[src/rtl/tow_cyber_player.sv]
// Computer opponent for tug-of-war: LFSR-driven press pulses, rate-limited by a cooldown FSM.
// Optional build macro TOW_CYBER_STATS_EN adds a saturating press counter on press_count.
module tow_cyber_player #(
    parameter int               WIDTH    = 10,
    parameter logic [WIDTH-1:0] TAPS     = 10'h240,
    parameter logic [WIDTH-1:0] SEED     = 10'h001,
    parameter int               COOLDOWN = 3,
    parameter int               CNT_W    = 16
) (
    input  logic             clk,
    input  logic             reset,
    input  logic             enable,
    input  logic [WIDTH-2:0] level,
    output logic             press,
    output logic [WIDTH-1:0] q,
    output logic [CNT_W-1:0] press_count
);

    localparam int CW = (COOLDOWN > 1) ? $clog2(COOLDOWN) : 1;

    typedef enum logic [1:0] {
        IDLE  = 2'd0,
        ARMED = 2'd1,
        FIRE  = 2'd2,
        COOL  = 2'd3
    } state_t;

    state_t           state_q, state_d;
    logic [CW-1:0]    cnt_q, cnt_d;
    logic [WIDTH-1:0] q_q, q_d;
    logic             press_q, press_d;
    logic             trig;

    // An all-zero state would stick forever, so it reloads the seed instead.
    always_comb begin
        q_d = (q_q == '0) ? SEED : {q_q[WIDTH-2:0], ^(q_q & TAPS)};
    end

    assign trig = ({1'b0, level} > q_q);

    always_comb begin
        state_d = state_q;
        cnt_d   = cnt_q;
        case (state_q)
            IDLE: begin
                if (enable) state_d = ARMED;
            end
            ARMED: begin
                if (trig) state_d = FIRE;
            end
            FIRE: begin
                if (COOLDOWN == 0) begin
                    state_d = ARMED;
                end else begin
                    state_d = COOL;
                    cnt_d   = CW'(COOLDOWN - 1);
                end
            end
            COOL: begin
                if (cnt_q == '0) state_d = ARMED;
                else             cnt_d   = cnt_q - CW'(1);
            end
            default: state_d = IDLE;
        endcase
        // Dropping enable aborts whatever is pending; a FIRE already showing still lasts its cycle.
        if (!enable) state_d = IDLE;
        press_d = (state_d == FIRE);
    end

    always_ff @(posedge clk or posedge reset) begin
        if (reset) begin
            state_q <= IDLE;
            cnt_q   <= '0;
            q_q     <= SEED;
            press_q <= 1'b0;
        end else begin
            state_q <= state_d;
            cnt_q   <= cnt_d;
            q_q     <= q_d;
            press_q <= press_d;
        end
    end

    assign press = press_q;
    assign q     = q_q;

`ifdef TOW_CYBER_STATS_EN
    logic [CNT_W-1:0] count_q, count_d;

    always_comb begin
        count_d = count_q;
        if (press_q && (count_q != '1)) count_d = count_q + CNT_W'(1);
    end

    always_ff @(posedge clk or posedge reset) begin
        if (reset) count_q <= '0;
        else       count_q <= count_d;
    end

    assign press_count = count_q;
`else
    assign press_count = '0;
`endif

endmodule

[config.mk]
export PLATFORM = sky130hd
export DESIGN_NAME = tow_cyber_player
export DESIGN_NICKNAME = d
export VERILOG_FILES = /design/src/rtl/tow_cyber_player.sv
export SDC_FILE = /design/constraint.sdc
export NUM_CORES = 1
export LEC_CHECK = 0
export BUFFER_PORTS_ARGS = -buffer_cell sky130_fd_sc_hd__buf_2
export CAP_MARGIN = 30
export CORE_UTILIZATION = 25
export CTS_CLUSTER_SIZE = 25
export DETAILED_ROUTE_END_ITERATION = 7
export GPL_TIMING_DRIVEN = 0
export PLACE_DENSITY = 0.51
export SLEW_MARGIN = 20
export SYNTH_ARGS = -nofsm -noshare
export SYNTH_HDL_FRONTEND = slang
export SYNTH_SLANG_ARGS = --single-unit
export TNS_END_PERCENT = 20
[constraint.sdc]
create_clock -name clk -period 3.75 [get_ports clk]
set_clock_uncertainty 0.15 [all_clocks]
set_input_delay 0.5625 -clock clk [delete_from_list [all_inputs] [get_ports clk]]
set_output_delay 0.5625 -clock clk [all_outputs]
set_load 0.01 [all_outputs]
Word level (Yosys, flattened, before mapping)
Index checks and enable logic that the tools add are counted.
- output and inout port bits: 27
- logic and storage cells: 24
- register bits: 15
- input bits: 12
- reduce and logical (&&, ||, !) cells: 6
- magnitude comparators: 1
- add/sub/neg operators: 1
- eq/ne operators: 5
- mux-type cells: 7
- operator list (operator ; number):
    $gt A9 B10 Y1 ; 1
    $logic_not A10 Y1 ; 1
    $mux W10 ; 1
    $reduce_xor A10 Y1 ; 1
    $mux W2 ; 4
    $pmux W2 S4 ; 1
    $eq A2 B2 Y1 const B ; 3
    $logic_not A2 Y1 ; 2
    $pmux W2 S2 ; 1
    $eq A2 B1 Y1 const B ; 1
    $ne A2 B2 Y1 const B ; 1
    $reduce_and A2 Y1 ; 1
    $reduce_bool A2 Y1 ; 1
    $sub A2 B1 Y2 const B ; 1

Logic depth before layout (Yosys ltp)
- word-level depth: 5
- mapped depth: 7
- mapped depth without buffers: 7

Worst setup path before layout
No wires, ideal clock.
- kind: input to register
- start: input port level[7]
- end: register state_q[1]
- path buffers: 0
- setup slack: 1968 ps
- setup time: 123 ps
- arrival: 1509 ps
- required time: 3477 ps
- stages on the path: 6
- cells stage by stage: ha_1 a21o_1 a21oi_1 o32ai_2 o21ai_2 a21oi_1
- longest elaborated chain between the ends: 4
- ends and longest elaborated chain (what ; line ; source):
    from (decl) ; 13 ; input logic [WIDTH-2:0] level,
    $gt A9 B10 Y1 ; 39 ; assign trig = ({1'b0, level} > q_q);
    $mux W2 ; 49 ; if (trig) state_d = FIRE;
    $pmux W2 S4 ; 44 ; case (state_q)
    $mux W2 ; 66 ; if (!enable) state_d = IDLE;
    via state_d[1] ; 28 ; state_t state_q, state_d;
    to (signal assigned) ; 77 ; state_q <= state_d;
    to (decl) ; 28 ;
The timed path passes the listed nets, and every way through them passes these cells.
A chain may end at the register's enable or synchronous reset.

Worst setup path after layout
- start: register q_q[7] (netlist: q[7])
- end: register state_q[0]
- longest elaborated chain between the ends: 4
- ends and longest elaborated chain (what ; line ; source):
    from (decl) ; 30 ; logic [WIDTH-1:0] q_q, q_d;
    from (signal assigned) ; 79 ; q_q <= q_d;
    $gt A9 B10 Y1 ; 39 ;
    $mux W2 ; 49 ;
    $pmux W2 S4 ; 44 ;
    $mux W2 ; 66 ;
    via state_d[0] ; 28 ;
The timed path passes the listed nets, and every way through them passes these cells.

==> impl_metrics.toml <==
[synthesis]
synth_area_leader_cell = "dfrtp_1"
ys_ff_latch = 15
synth_ff_type = "dfrtp_1"
synth_edf_count = 0
postSynthAreaPerCell_um2 = 9.562
yosysMostFrequentCell = "buf_4"
synthDominantCellAreaShare = 0.3857
yosysWarnings = 0
ys_seq_area_frac = 0.4146
synth_area_leaders = "dfrtp_1 39%, ha_1 14%, buf_4 13%"
postSynthCellCount = 95
synth_cell_types = 23
async_flop_share = 1.000
syn_area_um2 = 908.4
synthTopCellsByCount = "16 x buf_4, 14 x dfrtp_1, 14 x inv_1, 10 x ha_1, 9 x clkbuf_1"

[run_status]
status = "finished, final reports clean"

[grt]
grt_pass1_wl_um = 2587
grt_pass1_vias = 603
track_usage = 0.08190
grt_max_degree = 16
antenna_found_initial = 0
grt_overflow_total = 0

[route]
dr.pass1.iters = 4
drc_errors = 0
avgViaCountPerCell = 3.676
wl_per_cell_um = 8.330
drt_iter0_drc = 12
routed_wl_um = 1516
ant_nets = 0
via_count = 669

[clocking]
htreeDepth = 1
cts_buffer_depth = 2
cts_resized = 0
clock-sinks = 15
insertion_delay_ns = 0.27
postCtsSetupBuffers = 0
clk_pin_slew_ns = 0.08
cts_made_buffers = 3
ctsHoldBuffers = 0
cts_root_buffer = "clkbuf_4"
cts_tree = "done"

[hold_path]
hp-class = "primary input to async pin"

[timing]
fin_crit_ns = 1.766
relSlewSlack = 0.6367
rsz0062_at_grt = "no"
fmax_mhz = 566.3
period_share = 0.4709
setup_violations = 0
drv_slew = 0
worst_pin_slew_ns = 0.5444
fin_setup_tns_ns = 0
hold_viol_final = 0
setup_slack_ns = 1.984

[power]
leakage_uw = 0.0006481
peakVddDrop_mv = 0.2095
p_per_area_mw_per_mm2 = 302.3

[cells_and_area]
area_delta_synth_final_pct = 27.55
diodes = 0
fin_util = 0.3392
fin_cells = 182
n_fill_cell = 367
nNetsFinal = 159
layout-drive-gt1-share = 0.3309

[setup_path]
critPathTopFamily = "compound AO/OA/AOI/OAI gates"
ff2ff_setup_slack_ns = 1.98
required_ns = 3.81
cpMaxStageDelayCell = "dfrtp_1"
end_kind = "flop"
crit_chain = "inv_1, ha_1, a21o_1, a21oi_1, o32ai_2, o21ai_2, and2_1"
arrival_ns = 1.83
cp_max_fo = 4
crit_type = "flop to flop"
cp-start-kind = "flop"
cp.buffers_inverters = 1
cp_slowest_stage_delay_ns = 0.39

[floorplan]
dieArea_mm2 = 0.003879
core.rowCount = 21
initial_utilization = 0.2659
die_x_um = 62.28
core_area_mm2 = 0.003416
io_pins = 39
fp.dieH_um = 62.28

[flow_run]
cap_violations = 0

[placed_design]
place_inst = 178
port_buffers = 22
place_congestion = 0.7737
preCtsSetupSlack_ns = 1.712
place_hpwl_um = 1296
## worst paths after layout
check                                       endpoint                  from  depth (start not counted)
worst max-delay path            state_q[0]$_DFF_PP0_        q[7]$_DFF_PP0_                          7
max in group asynchronous             q[0]$_DFF_PP1_                 reset                          2
min in group clk                cnt_q[0]$_DFFE_PP0P_  cnt_q[0]$_DFFE_PP0P_                          1
worst min register to register  cnt_q[0]$_DFFE_PP0P_  cnt_q[0]$_DFFE_PP0P_                          1
worst max register to register  state_q[0]$_DFF_PP0_        q[7]$_DFF_PP0_                          7
worst min-delay path                  q[4]$_DFF_PP0_                 reset                          2
## per-layer routing
layer  vias up  track usage  wire, um
li1        351            -         -
met1       286       0.1050       740
met2        30       0.1319       644
met3         2      0.01287       118
met4         0      0.04360        12
met5         -            0         0
## power by group
part / switching (uW) / internal (uW)
registers: 6.85 / 174
clock network: 45.7 / 41.2
logic: 42.6 / 40.1
## kinds of logic after synthesis
group / Yosys count / synth area share
buffers and inverters: 39 / 0.2273
AO/OA/AOI/OAI: 15 / 0.1143
AND/OR/NAND/NOR: 15 / 0.1019
flip-flops: 15 / 0.4146
adder cells (fa/ha/maj): 10 / 0.1377
other: 1 / 0.004128
## layout make-up
| class | count | area (um^2) | area share |
|---|---|---|---|
| Clock buffer | 4 | 26.28 | 0.02268 |
| Sequential cell | 15 | 376.6 | 0.3251 |
| Buffer | 25 | 153.9 | 0.1328 |
| Timing Repair Buffer | 22 | 110.1 | 0.09503 |
| Multi-Input combinational cell | 56 | 381.6 | 0.3294 |
| Tap cell | 46 | 57.56 | 0.04968 |
| Inverter | 14 | 52.55 | 0.04536 |
## placed cells by master (no fill, tap or decap), drive strengths merged
| cell type | synthesis | layout |
|---|---|---|
| nor4 | 2 | 2 |
| a21o | 1 | 1 |
| dfrtp | 14 | 14 |
| conb | 1 | 16 |
| nand3 | 1 | 1 |
| inv | 14 | 14 |
| a211oi | 1 | 1 |
| nand2 | 5 | 5 |
| nor2 | 3 | 3 |
| clkbuf | 9 | 13 |
| a22o | 1 | 1 |
| ha | 10 | 10 |
| o32ai | 1 | 1 |
| o21ai | 3 | 3 |
| nand4b | 1 | 1 |
| and2 | 1 | 1 |
| a21oi | 7 | 7 |
| dfstp | 1 | 1 |
| o211a | 1 | 1 |
| buf | 16 | 38 |
| nor2b | 1 | 1 |
| and4 | 1 | 1 |
## per-stage QoR
| stage | hold WS (ns) | total power (uW) | instance area [um^2] |
|---|---|---|---|
| after CTS | 0.1810 | 356.4 | 1159 |
| final | 0.1698 | 350.3 | 1159 |
| after global placement | 0.3326 | 263.6 | 1132 |
| after global routing | 0.2133 | 374.6 | 1159 |
| after detailed placement | 0.3369 | 267.4 | 1132 |
| after floorplan | 0.3067 | 250.3 | 964.7 |
## registers in the layout, summed over array words and instances (netlist names)
name / count
cnt_q: 2
press: 1
q: 10
state_q: 2
(Power assumes the default switching activity.)
